`src/rtl/cv32e40p_x_pkg.sv`:
```
// Shared x-interface types: result entry layout and default result-buffer depth.
// Data width of x_result_t is the default; wider builds use a matching local struct.
package cv32e40p_x_pkg;

  localparam int unsigned X_RESULT_DEPTH = 4;
  localparam int unsigned X_DATA_WIDTH   = 32;

  typedef struct packed {
    logic [4:0]              rd;
    logic                    we;
    logic [X_DATA_WIDTH-1:0] data;
  } x_result_t;

endpackage

```
`src/rtl/cv32e40p_x_result_fifo.sv`:
```
// Generic pointer/count FIFO of result entries; head is visible combinationally, 1-cycle write-to-head.
// Backpressure: push ignored when full (pop-only), pop ignored when empty; reset clears all storage.
module cv32e40p_x_result_fifo
  import cv32e40p_x_pkg::*;
#(
  parameter int unsigned DEPTH = X_RESULT_DEPTH,
  parameter type         T     = x_result_t
) (
  input  logic                       clk_i,
  input  logic                       rst_i,
  input  logic                       push_i,
  input  T                           push_dat_i,
  input  logic                       pop_i,
  output T                           head_dat_o,
  output logic [$clog2(DEPTH):0]     count_o,
  output logic                       full_o,
  output logic                       empty_o
);

  localparam int unsigned PW = $clog2(DEPTH);
  localparam int unsigned CW = PW + 1;

  T              mem_q [DEPTH];
  T              mem_d [DEPTH];
  logic [PW-1:0] wptr_q, wptr_d;
  logic [PW-1:0] rptr_q, rptr_d;
  logic [CW-1:0] count_q, count_d;
  logic          push_ok;
  logic          pop_ok;

  assign full_o  = (count_q == CW'(DEPTH));
  assign empty_o = (count_q == '0);
  assign push_ok = push_i & ~full_o;
  assign pop_ok  = pop_i & ~empty_o;

  // Pointers wrap naturally because DEPTH is a power of two.
  always_comb begin
    mem_d   = mem_q;
    wptr_d  = wptr_q;
    rptr_d  = rptr_q;
    count_d = count_q + CW'(push_ok) - CW'(pop_ok);
    if (push_ok) begin
      mem_d[wptr_q] = push_dat_i;
      wptr_d        = wptr_q + 1'b1;
    end
    if (pop_ok) begin
      rptr_d = rptr_q + 1'b1;
    end
  end

  always_ff @(posedge clk_i or posedge rst_i) begin
    if (rst_i) begin
      for (int i = 0; i < int'(DEPTH); i++) begin
        mem_q[i] <= '0;
      end
      wptr_q  <= '0;
      rptr_q  <= '0;
      count_q <= '0;
    end else begin
      mem_q   <= mem_d;
      wptr_q  <= wptr_d;
      rptr_q  <= rptr_d;
      count_q <= count_d;
    end
  end

  assign head_dat_o = empty_o ? '0 : mem_q[rptr_q];
  assign count_o    = count_q;

endmodule

```
`src/rtl/cv32e40p_x_result_buf.sv`:
```
// Queues coprocessor results in order and retires them into the regfile port when core writeback is idle.
// Ready depends only on occupancy; optional same-cycle bypass when empty: CV32E40P_X_RESULT_BYPASS_EN.
module cv32e40p_x_result_buf
  import cv32e40p_x_pkg::*;
#(
  parameter int unsigned DEPTH      = X_RESULT_DEPTH,
  parameter int unsigned DATA_WIDTH = X_DATA_WIDTH
) (
  input  logic                    clk_i,
  input  logic                    rst_i,
  input  logic                    x_result_valid_i,
  output logic                    x_result_ready_o,
  input  logic [4:0]              x_result_rd_i,
  input  logic                    x_result_we_i,
  input  logic [DATA_WIDTH-1:0]   x_result_data_i,
  input  logic                    core_wb_busy_i,
  output logic                    regfile_we_o,
  output logic [4:0]              regfile_waddr_o,
  output logic [DATA_WIDTH-1:0]   regfile_wdata_o,
  output logic                    x_rvalid_o,
  output logic [4:0]              x_rwaddr_o,
  output logic [$clog2(DEPTH):0]  x_res_count_o
);

  // Same layout as x_result_t, sized to this instance's data width.
  typedef struct packed {
    logic [4:0]            rd;
    logic                  we;
    logic [DATA_WIDTH-1:0] data;
  } res_t;

  res_t in_res;
  res_t head_res;
  res_t ret_res;
  logic fifo_push;
  logic fifo_pop;
  logic fifo_full;
  logic fifo_empty;
  logic ret_vld;

  always_comb begin
    in_res      = '0;
    in_res.rd   = x_result_rd_i;
    in_res.we   = x_result_we_i;
    in_res.data = x_result_data_i;
  end

  assign x_result_ready_o = ~fifo_full;
  assign fifo_pop         = ~fifo_empty & ~core_wb_busy_i;

`ifdef CV32E40P_X_RESULT_BYPASS_EN
  logic byp_take;

  // An empty buffer hands a fresh result straight to the port instead of storing it.
  assign byp_take  = fifo_empty & x_result_valid_i & ~core_wb_busy_i & ~rst_i;
  assign fifo_push = x_result_valid_i & ~fifo_full & ~byp_take;
  assign ret_vld   = fifo_pop | byp_take;
  assign ret_res   = byp_take ? in_res : head_res;
`else
  assign fifo_push = x_result_valid_i & ~fifo_full;
  assign ret_vld   = fifo_pop;
  assign ret_res   = head_res;
`endif

  cv32e40p_x_result_fifo #(
    .DEPTH (DEPTH),
    .T     (res_t)
  ) u_fifo (
    .clk_i      (clk_i),
    .rst_i      (rst_i),
    .push_i     (fifo_push),
    .push_dat_i (in_res),
    .pop_i      (fifo_pop),
    .head_dat_o (head_res),
    .count_o    (x_res_count_o),
    .full_o     (fifo_full),
    .empty_o    (fifo_empty)
  );

  // x0 still clears its scoreboard bit but never reaches the regfile.
  always_comb begin
    regfile_we_o    = 1'b0;
    regfile_waddr_o = '0;
    regfile_wdata_o = '0;
    x_rvalid_o      = 1'b0;
    x_rwaddr_o      = '0;
    if (ret_vld && ret_res.we) begin
      x_rvalid_o      = 1'b1;
      x_rwaddr_o      = ret_res.rd;
      regfile_we_o    = (ret_res.rd != 5'd0);
      regfile_waddr_o = ret_res.rd;
      regfile_wdata_o = ret_res.data;
    end
  end

endmodule

```
`config.mk`:
```
export PLATFORM = sky130hd
export DESIGN_NAME = cv32e40p_x_result_buf
export DESIGN_NICKNAME = d
export VERILOG_FILES = /design/src/rtl/cv32e40p_x_pkg.sv /design/src/rtl/cv32e40p_x_result_fifo.sv /design/src/rtl/cv32e40p_x_result_buf.sv
export SDC_FILE = /design/constraint.sdc
export NUM_CORES = 1
export LEC_CHECK = 0
export BUFFER_PORTS_ARGS = -buffer_cell sky130_fd_sc_hd__buf_2
export CORE_AREA = 2 2 127 129
export CTS_CLUSTER_SIZE = 12
export DETAILED_ROUTE_END_ITERATION = 6
export DIE_AREA = 0 0 129 131
export PLACE_DENSITY = 0.73
export SKIP_CTS_REPAIR_TIMING = 1
export SLEW_MARGIN = 30
export SYNTH_ARGS = -nofsm -noshare
export SYNTH_HDL_FRONTEND = slang
export SYNTH_SLANG_ARGS = --single-unit
```
`constraint.sdc`:
```
create_clock -name clk_i -period 8.6 [get_ports clk_i]
set_input_delay 0.86 -clock clk_i [delete_from_list [all_inputs] [get_ports clk_i]]
set_output_delay 0.86 -clock clk_i [all_outputs]
set_load 0.01 [all_outputs]
```
==> results.sh, run 1 <==
export IMPL_num_fill_cells=1234
export IMPL_finalPower_mw=3.54
export IMPL_setup_violations_final=0
export IMPL_rows=46
export IMPL_ys_flop_type="dfrtp_1"
export IMPL_rsz0062_at_grt="no"
export IMPL_slew_headroom_pct=49.2
export IMPL_vias=4055
export IMPL_crit_required_ns=7.74
export IMPL_numPortBuffers=89
export IMPL_path_class="reg -> out"
export IMPL_clockBufferDepth=2
export IMPL_crit_arrival_ns=2.44
export IMPL_cts_buffers=17
export IMPL_htree_levels=4
export IMPL_grt_usage_pct=19.2
export IMPL_synth_top_cell_by_area="dfrtp_1"
export IMPL_syn_inst=456
export IMPL_synth_fp_nets=505
export IMPL_post_dp_hpwl_um=9190
export IMPL_synth_most_common_cell="dfrtp_1"
export IMPL_fp_dieW_um=129
export IMPL_grt_ovfl_total=0
export IMPL_maxCapViolCount=0
export IMPL_hp_start="u_fifo.mem_q[95]$_DFFE_PP0P_"
export IMPL_endpoint_kind="output pin"
export IMPL_cp_startpoint="u_fifo.rptr_q[1]$_DFFE_PP0P_"
export IMPL_postRouteAntennaNets=0
export IMPL_antenna_found_initial=1
export IMPL_globalplace_congestion=0.724
export IMPL_report_final_slew_viol_count=0
export IMPL_drive_above_1_share_pct=58.8
export IMPL_wl_per_cell_um=19.5
export IMPL_areaGrowthSynthToFinish_pct=12.7
export IMPL_final_nets=586
export IMPL_r2r_start="u_fifo.count_o[1]$_DFF_PP0_"
export IMPL_root_buffer="clkbuf_16"
export IMPL_ys_warn_count=0
export IMPL_worstSetupStartpointType="flop"
export IMPL_ys_top_cells_by_count="dfrtp_1, mux2_2, mux2_4"
export IMPL_synth_avg_cell_area_um2=16.8
export IMPL_status="complete, no violations"
export IMPL_synth_area_top_cells="dfrtp_1, mux2_4, mux2_2"
export IMPL_final_hold_viol_count=0
export IMPL_routed_wl_um=15000
export IMPL_path_clk_slew_ns=0.06
export IMPL_cp_max_fo=38
export IMPL_cts_tree="built"
export IMPL_async_flop_share_pct=100
export IMPL_post_drt_via_cell_ratio=5.29
export IMPL_grt_first_pass_wirelength_um=24400
export IMPL_firstDrtPassIters=4
export IMPL_start_util_pct=49.2
export IMPL_synth_seq_cells=159
export IMPL_chipHeight_um=131
export IMPL_grt_max_degree=81
export IMPL_coreArea_mm2=0.0156
export IMPL_fin_setup_tns_ns=0
export IMPL_synth_edf_count=0
export IMPL_yosysSeqAreaShare_pct=51.8
export IMPL_layout_min_cycle_time_ns=3.30
export IMPL_drt_iter0_drc=235
export IMPL_vdd_ir_drop_max_mv=0.213
export IMPL_post_route_period_util_pct=38.4
export IMPL_ios=90
export IMPL_drc_errors=0
export IMPL_syn_area_mm2=0.00768
export IMPL_p_per_area_mw_per_mm2=409
export IMPL_fmax_ghz=0.303
export IMPL_grt_pass1_vias=4482
export IMPL_hold_path_class="reg -> reg"
export IMPL_worst_pin_slew_ns=0.761
export IMPL_fin_skew_ns=0.00571
export IMPL_yosysTopAreaCellShare_pct=51.8
export IMPL_clk_latency_ns=0.42
export IMPL_power_leakage_nw=4.12
export IMPL_die_area_mm2=0.0169
export IMPL_yosys_cell_types_count=23
export IMPL_cts_sinks=159
export IMPL_whs_ns=0.498
critical path, stage by stage (launching register included):
cell     delay [ns]
dfrtp_2        0.36
buf_4          0.61
mux4_2         0.62
nor3_1         0.21
a21oi_1        0.09
buf_2          0.14
per-layer routing:
layer  share of wire (%)  vias to the layer above  track usage, %
met5                   0                        -               0
met4                0.94                        0            5.63
met3                 4.8                       15            5.25
met2                  49                       81            30.6
met1                  46                     2156            26.0
li1                    -                     1803               -
registers in the layout (all words and copies together), names as in the netlist:
signal          count
u_fifo.count_o      3
u_fifo.rptr_q       2
u_fifo.mem_q      152
u_fifo.wptr_q       2
placed cells by master, fill, tap and decap left out:
cell type / count
nor2_1: 1
mux2_2: 83
mux2_4: 70
mux4_2: 38
clkbuf_8: 4
nand3_2: 4
dfrtp_1: 157
inv_2: 1
inv_1: 8
and2_1: 38
bufinv_16: 1
clkbuf_16: 17
clkinv_2: 6
or3_1: 1
dfrtp_2: 2
buf_2: 89
or3b_1: 1
buf_4: 6
ha_1: 6
fa_1: 1
clkbuf_1: 3
inv_6: 1
nand3_1: 2
buf_6: 1
nor3_1: 1
xnor2_1: 3
a21oi_1: 1
xor2_1: 2
nand2_1: 1
diode_2: 2
kinds of logic (layout without fill, tap and decap cells):
kind of cell | count (synthesis) | count (layout) | share of synthesized area (%)
and+or+nand+nor | 49 | 49 | 4.11
AOI/OAI and AO/OA | 1 | 1 | 0.0651
buffers and inverters | 44 | 137 | 5.21
muxes | 191 | 191 | 37.0
other | 0 | 2 | 0
DFF | 159 | 159 | 51.8
adders and majority gates | 7 | 7 | 1.24
xor gates and xnor gates | 5 | 5 | 0.570
cell type report:
type | instances | area (µm²) | area share, %
sequential | 159 | 3980 | 46.0
multi-input combinational | 253 | 3300 | 38.1
timing repair buffer | 96 | 502 | 5.80
clock buffer | 24 | 492 | 5.68
tap | 216 | 270 | 3.12
clock inverter | 7 | 60.1 | 0.694
inverter | 10 | 42.5 | 0.492
antenna | 2 | 5.00 | 0.0578
power breakdown:
| group | internal [mW] | switching (mW) | total, mW |
|---|---|---|---|
| registers | 1.14 | 0.210 | 1.35 |
| clock network | 0.424 | 0.276 | 0.701 |
| logic | 0.912 | 0.579 | 1.49 |
metrics by stage:
step	utilization (%)	setup WS (ns)	cells	instance area [µm²]
after detailed placement	51.9	5.68	734	8090
final	55.5	5.30	767	8650
after floorplan	-	3.45	456	7680
after global routing	55.4	5.11	765	8650
after global placement	51.9	5.35	734	8090
after CTS	55.4	5.22	765	8640
path summary, 6_finish.rpt:
check / slack (ns) / cells past startpoint / end
max: 5.30 / 5 / regfile_we_o
min: 0.50 / 1 / u_fifo.mem_q[95]$_DFFE_PP0P_
max reg2reg: 6.02 / 4 / u_fifo.mem_q[64]$_DFFE_PP0P_
min reg2reg: 0.50 / 1 / u_fifo.mem_q[95]$_DFFE_PP0P_
max in group asynchronous: 6.82 / 3 / u_fifo.mem_q[122]$_DFFE_PP0P_
min in group asynchronous: 0.55 / 2 / u_fifo.mem_q[21]$_DFFE_PP0P_
(Power assumes the default switching activity.)
==> inputs of run 2 (changes only) <==
--- a/config.mk
+++ b/config.mk
@@ -5,12 +5,13 @@
 export SDC_FILE = /design/constraint.sdc
 export NUM_CORES = 1
 export LEC_CHECK = 0
+export ABC_AREA = 1
 export BUFFER_PORTS_ARGS = -buffer_cell sky130_fd_sc_hd__buf_2
-export CORE_AREA = 2 2 127 129
+export CORE_AREA = 2 2 126 128
 export CTS_CLUSTER_SIZE = 12
 export DETAILED_ROUTE_END_ITERATION = 6
-export DIE_AREA = 0 0 129 131
-export PLACE_DENSITY = 0.73
+export DIE_AREA = 0 0 128 130
+export PLACE_DENSITY = 0.76
 export SKIP_CTS_REPAIR_TIMING = 1
 export SLEW_MARGIN = 30
 export SYNTH_ARGS = -nofsm -noshare
==> constraint.sdc (replaced) <==
create_clock -name clk_i -period 2.9 [get_ports clk_i]
set_input_delay 0.29 -clock clk_i [delete_from_list [all_inputs] [get_ports clk_i]]
set_output_delay 0.29 -clock clk_i [all_outputs]
set_load 0.01 [all_outputs]
==> results.sh, run 2 <==
export IMPL_regArea_mm2=0.00398
export IMPL_power_leakage_nw=4.26
export IMPL_slew_headroom_pct=48.5
export IMPL_internal_power_mw=5.92
export IMPL_path_clk_slew_ns=0.06
export IMPL_syn_inst=892
export IMPL_final_hold_viol_count=0
export IMPL_final_nets=1000
export IMPL_fp_dieW_um=128
export IMPL_syn_area_mm2=0.00751
export IMPL_drt_iter0_drc=463
export IMPL_crit_arrival_ns=2.30
export IMPL_drc_errors=0
export IMPL_ios=90
export IMPL_whs_ns=0.156
export IMPL_ys_flop_type="dfrtp_1"
export IMPL_die_area_mm2=0.0166
export IMPL_layout_common_cells="nand2_1, o21ai_0, dfrtp_1"
export IMPL_power_frac_seq_pct=38.9
export IMPL_postRouteAntennaNets=0
export IMPL_post_route_period_util_pct=89.3
export IMPL_layout_commonest_cell="nand2_1"
export IMPL_grt_pass1_vias=5857
export IMPL_cts_sinks=159
export IMPL_cts_buffers=17
export IMPL_synth_area_top_cells="dfrtp_1, o21ai_0, nand2_1"
export IMPL_clockBufferDepth=2
export IMPL_vias=6051
export IMPL_clockPowerShare_pct=21.6
export IMPL_yosys_cell_types_count=26
export IMPL_grt_first_pass_wirelength_um=28700
export IMPL_routed_wl_um=16900
export IMPL_critical_path_max_stage_delay_ns=0.44
export IMPL_setup_slack_ns=0.310
export IMPL_fin_setup_tns_ns=0
export IMPL_place_area_mm2=0.00787
export IMPL_worst_pin_slew_ns=0.773
export IMPL_synth_avg_cell_area_um2=8.42
export IMPL_synth_most_common_cell="nand2_1"
export IMPL_vdd_ir_drop_max_mv=0.593
export IMPL_start_util_pct=48.7
export IMPL_yosysSeqAreaShare_pct=53.0
export IMPL_drive_above_1_share_pct=17.3
export IMPL_final_area_mm2=0.00846
export IMPL_cp_cell_sequence="buf_4 > nor2_1 > nor2_1 > o21ai_1 > nand2_1 > nand2_4 > inv_2 > nand3_1 > nand2_1 > buf_2"
export IMPL_synth_fp_nets=941
export IMPL_root_buffer="clkbuf_16"
export IMPL_switching_share_pct=39.8
export IMPL_largest_register="u_fifo.mem_q"
export IMPL_rsz0062_at_grt="no"
export IMPL_crit_slowest_cell="nand2_4"
export IMPL_pre_cts_ws_ns=0.812
export IMPL_cts_tree="built"
export IMPL_post_dp_hpwl_um=10400
export IMPL_clk_latency_ns=0.42
export IMPL_fmax_ghz=0.386
export IMPL_antenna_found_initial=0
export IMPL_synth_seq_cells=159
export IMPL_pwr_share_comb_pct=39.5
export IMPL_ys_top_cells_by_count="nand2_1, o21ai_0, dfrtp_1"
export IMPL_wl_per_cell_um=14.6
export IMPL_ys_warn_count=0
export IMPL_path_class="reg -> out"
export IMPL_fin_skew_ns=0.00573
export IMPL_yosysTopAreaCellShare_pct=53.0
export IMPL_crit_required_ns=2.61
export IMPL_finalPower_mw=9.84
export IMPL_power_net_switching_mw=3.92
export IMPL_largest_reg_flops=152
export IMPL_worstSetupStartpointType="flop"
export IMPL_numPortBuffers=89
export IMPL_firstDrtPassIters=5
export IMPL_grt_ovfl_total=0
export IMPL_maxCapViolCount=0
export IMPL_cp_max_fo=37
export IMPL_htree_levels=4
export IMPL_synth_top_cell_by_area="dfrtp_1"
export IMPL_diodes=0
export IMPL_synth_edf_count=0
export IMPL_coreArea_mm2=0.0154
export IMPL_status="complete, no violations"
export IMPL_layout_min_cycle_time_ns=2.59
export IMPL_async_flop_share_pct=100
export IMPL_report_final_slew_viol_count=0
export IMPL_grt_usage_pct=21.9
export IMPL_grt_max_degree=77
export IMPL_p_per_area_mw_per_mm2=1160
export IMPL_chipHeight_um=130
export IMPL_multi_input_area_mm2=0.00282
export IMPL_areaGrowthSynthToFinish_pct=12.6
export IMPL_endpoint_kind="output pin"
export IMPL_post_drt_via_cell_ratio=5.24
export IMPL_globalplace_congestion=0.763
export IMPL_rows=46
export IMPL_hold_path_class="in -> reg"
export IMPL_num_fill_cells=1462
export IMPL_setup_violations_final=0
==> run 2: cell types whose count changed in the layout (fill, tap and decap cells not counted), sizes merged, moves of 4 or more <==
cell | previous run | this run
mux2 | 153 | 0
buf | 96 | 104
inv | 10 | 62
and2 | 38 | 0
a21oi | 1 | 32
o21ai | 0 | 222
mux4 | 38 | 0
nand3 | 6 | 11
clkinv | 6 | 2
nand2 | 1 | 187
nor2 | 1 | 140
==> run 2: worst max-delay path, delay by kind of cell (launching register included) <==
family,cells,cell delay (ns)
AO/OA/AOI/OAI,1,0.11
buffers and inverters,3,0.42
flip-flops,1,0.42
AND/OR/NAND/NOR,6,0.91
==> run 2: worst paths after layout <==
kind	cells after the start	endpoint	slack (ns)	from
max reg2reg	9	u_fifo.count_o[2]$_DFF_PP0_	0.89	u_fifo.count_o[2]$_DFF_PP0_
min in group asynchronous	3	u_fifo.mem_q[106]$_DFFE_PP0P_	0.40	rst_i
min reg2reg	2	u_fifo.mem_q[9]$_DFFE_PP0P_	0.48	u_fifo.mem_q[9]$_DFFE_PP0P_
min	3	u_fifo.wptr_q[0]$_DFFE_PP0P_	0.16	x_result_valid_i
max in group asynchronous	5	u_fifo.mem_q[11]$_DFFE_PP0P_	1.68	rst_i
max	10	regfile_we_o	0.31	u_fifo.rptr_q[0]$_DFFE_PP0P_
==> run 2: logic make-up (layout without fill, tap and decap cells) <==
| group | count (synthesis) | in the layout | share of synthesized area (%) |
|---|---|---|---|
| and+or+nand+nor | 338 | 338 | 17.7 |
| AOI/OAI and AO/OA | 255 | 255 | 18.0 |
| DFF | 159 | 159 | 53.0 |
| buffers and inverters | 128 | 198 | 9.50 |
| adders and majority gates | 7 | 7 | 1.27 |
| xor gates and xnor gates | 5 | 5 | 0.583 |
==> run 2: power groups by stage <==
stage,sequential [mW],combinational (mW),clock [mW]
6_report,3.83,3.88,2.13
3_3_place_gp,3.79,3.78,0
3_5_place_dp,3.82,3.89,0
2_1_floorplan,3.67,3.19,0
4_1_cts,3.81,3.92,2.17
5_1_grt,3.95,4.49,2.27
==> run 2: per-stage QoR <==
| stage | utilization (%) | cells |
|---|---|---|
| floorplan | - | 892 |
| global placement | 51.0 | 1122 |
| detailed placement | 51.0 | 1122 |
| CTS | 54.6 | 1152 |
| global route | 54.8 | 1154 |
| finish | 54.8 | 1154 |
==> run 2: final cells by class <==
cell class | count | area share, %
Inverter | 63 | 2.87
Clock buffer | 24 | 5.58
Timing Repair Buffer | 105 | 7.31
Multi-Input combinational cell | 605 | 33.3
Clock inverter | 6 | 1.01
Sequential cell | 159 | 47.1
Tap cell | 192 | 2.84
==> run 2: routing by layer <==
metal  track usage, %  part of all wire [%]  wire length (µm)  vias up
li1                 -                     -                 -     2967
met4             7.24                   1.2               208        0
met5                0                     0                 0        -
met3             4.43                   4.7               802       20
met1             28.9                    45              7630     2912
met2             36.5                    49              8260      152
==> inputs of run 3 (changes only) <==
--- a/config.mk
+++ b/config.mk
@@ -7,10 +7,10 @@
 export LEC_CHECK = 0
 export ABC_AREA = 1
 export BUFFER_PORTS_ARGS = -buffer_cell sky130_fd_sc_hd__buf_2
-export CORE_AREA = 2 2 126 128
+export CORE_AREA = 2 2 115 140
 export CTS_CLUSTER_SIZE = 12
 export DETAILED_ROUTE_END_ITERATION = 6
-export DIE_AREA = 0 0 128 130
+export DIE_AREA = 0 0 117 142
 export PLACE_DENSITY = 0.76
 export SKIP_CTS_REPAIR_TIMING = 1
 export SLEW_MARGIN = 30
==> results.sh, run 3 (same netlist as run 2, synthesis figures left out) <==
export IMPL_p_per_area_mw_per_mm2=1190
export IMPL_vias=6012
export IMPL_fin_setup_tns_ns=0
export IMPL_drc_errors=0
export IMPL_vdd_ir_drop_max_mv=0.458
export IMPL_root_buffer="clkbuf_16"
export IMPL_chipHeight_um=142
export IMPL_hold_path_class="in -> async"
export IMPL_grt_first_pass_wirelength_um=28400
export IMPL_layout_commonest_cell="nand2_1"
export IMPL_antenna_found_initial=0
export IMPL_grt_usage_pct=21.7
export IMPL_internal_power_mw=6.18
export IMPL_post_dp_hpwl_um=10400
export IMPL_start_util_pct=49.0
export IMPL_die_area_mm2=0.0166
export IMPL_regArea_mm2=0.00398
export IMPL_power_leakage_nw=4.28
export IMPL_report_final_slew_viol_count=0
export IMPL_coreArea_mm2=0.0153
export IMPL_setup_violations_final=0
export IMPL_r2r_setup_slack_ns=0.93
export IMPL_post_route_period_util_pct=89.4
export IMPL_layout_common_cells="nand2_1, o21ai_0, dfrtp_1"
export IMPL_worstSetupStartpointType="flop"
export IMPL_status="finished, violations left"
export IMPL_rsz0062_at_grt="no"
export IMPL_fin_skew_ns=0.00612
export IMPL_firstDrtPassIters=6
export IMPL_grt_max_degree=77
export IMPL_critical_path_max_stage_delay_ns=0.42
export IMPL_clockBufferDepth=2
export IMPL_pwr_share_comb_pct=38.9
export IMPL_crit_slowest_cell="buf_4"
export IMPL_clk_latency_ns=0.41
export IMPL_path_clk_slew_ns=0.06
export IMPL_final_hold_viol_count=27
export IMPL_routed_wl_um=17000
export IMPL_crit_required_ns=2.61
export IMPL_fp_dieW_um=117
export IMPL_drt_iter0_drc=379
export IMPL_switching_share_pct=39.3
export IMPL_fmax_ghz=0.386
export IMPL_path_class="reg -> out"
export IMPL_whs_ns=-0.0214
export IMPL_cp_max_fo=38
export IMPL_worst_pin_slew_ns=0.780
export IMPL_crit_buf_inv=3
export IMPL_crit_top_cell="buf_4"
export IMPL_multi_input_area_mm2=0.00282
export IMPL_cts_tree="built"
export IMPL_areaGrowthSynthToFinish_pct=13.6
export IMPL_power_net_switching_mw=4.00
export IMPL_htree_levels=4
export IMPL_stdcell_count=1169
export IMPL_wl_per_cell_um=14.6
export IMPL_globalplace_congestion=0.789
export IMPL_numPortBuffers=89
export IMPL_diodes=0
export IMPL_grt_pass1_vias=5889
export IMPL_cp_cell_sequence="buf_4 > nor2_1 > o21ai_1 > nand2_1 > nand2_4 > buf_4 > a21oi_1 > buf_2"
export IMPL_grt_ovfl_total=0
export IMPL_path_delay_family="buffers and inverters"
export IMPL_post_place_cells=1137
export IMPL_ios=90
export IMPL_largest_register="u_fifo.mem_q"
export IMPL_slew_headroom_pct=48.0
export IMPL_final_nets=997
export IMPL_violations="hold timing"
export IMPL_layout_min_cycle_time_ns=2.59
export IMPL_drive_above_1_share_pct=17.5
export IMPL_post_drt_via_cell_ratio=5.14
export IMPL_power_frac_seq_pct=37.4
export IMPL_clockPowerShare_pct=23.7
export IMPL_cts_sinks=159
export IMPL_crit_arrival_ns=2.30
export IMPL_rows=50
export IMPL_endpoint_kind="output pin"
export IMPL_largest_reg_flops=152
export IMPL_maxCapViolCount=0
export IMPL_num_fill_cells=1449
export IMPL_postRouteAntennaNets=0
export IMPL_cts_buffers=17
export IMPL_finalPower_mw=10.2
## run 3: changes by cell type in the layout (fill, tap and decap cells not counted)
cell	previous run	this run
buf_4	11	9
bufinv_16	2	5
clkbuf_1	5	4
clkbuf_8	2	1
clkinv_1	0	1
dfrtp_1	158	157
dfrtp_2	1	2
dlygate4sd3_1	1	0
inv_1	56	55
inv_6	0	1
## run 3: metrics by stage
step	setup slack [ns]	instance area, µm²	utilization [%]	hold slack (ns)
2_1_floorplan	0.595	7510	-	0.448
3_3_place_gp	0.769	7900	51.5	0.437
3_5_place_dp	0.756	7900	51.5	0.447
4_1_cts	0.307	8530	55.7	0.0115
5_1_grt	0.138	8530	55.7	0.0347
6_report	0.306	8530	55.7	-0.0214
## run 3: final timing paths
check,start,cells after the start,to
worst max-delay path,u_fifo.rptr_q[1]$_DFFE_PP0P_,8,regfile_wdata_o[4]
worst min-delay path,rst_i,2,u_fifo.mem_q[1]$_DFFE_PP0P_
worst max register to register,u_fifo.count_o[2]$_DFF_PP0_,9,u_fifo.count_o[2]$_DFF_PP0_
worst min register to register,u_fifo.mem_q[3]$_DFFE_PP0P_,2,u_fifo.mem_q[3]$_DFFE_PP0P_
max in group asynchronous,rst_i,3,u_fifo.rptr_q[1]$_DFFE_PP0P_
min in group clk_i,x_result_data_i[26],3,u_fifo.mem_q[140]$_DFFE_PP0P_
## run 3: cell type report
class / instances / share of cell area [%]
clock inverter: 10 / 2.16
sequential: 159 / 46.7
tap: 208 / 3.05
timing repair buffer: 102 / 6.95
inverter: 63 / 2.84
multi-input combinational: 605 / 33.0
clock buffer: 22 / 5.32
## run 3: per-layer routing
| metal | up-vias | routed length [µm] | global-route usage, % |
|---|---|---|---|
| li1 | 2963 | - | - |
| met1 | 2849 | 7500 | 28.9 |
| met2 | 174 | 8420 | 35.4 |
| met3 | 26 | 808 | 3.79 |
| met4 | 0 | 308 | 8.24 |
| met5 | - | 0 | 0 |
## run 3: power by group through the flow
stage / Sequential, mW / Combinational [mW] / Clock [mW]
floorplan: 3.67 / 3.19 / 0
global placement: 3.77 / 3.84 / 0
detailed placement: 3.81 / 3.94 / 0
CTS: 3.78 / 3.99 / 2.45
global route: 3.90 / 4.54 / 2.56
finish: 3.80 / 3.96 / 2.41
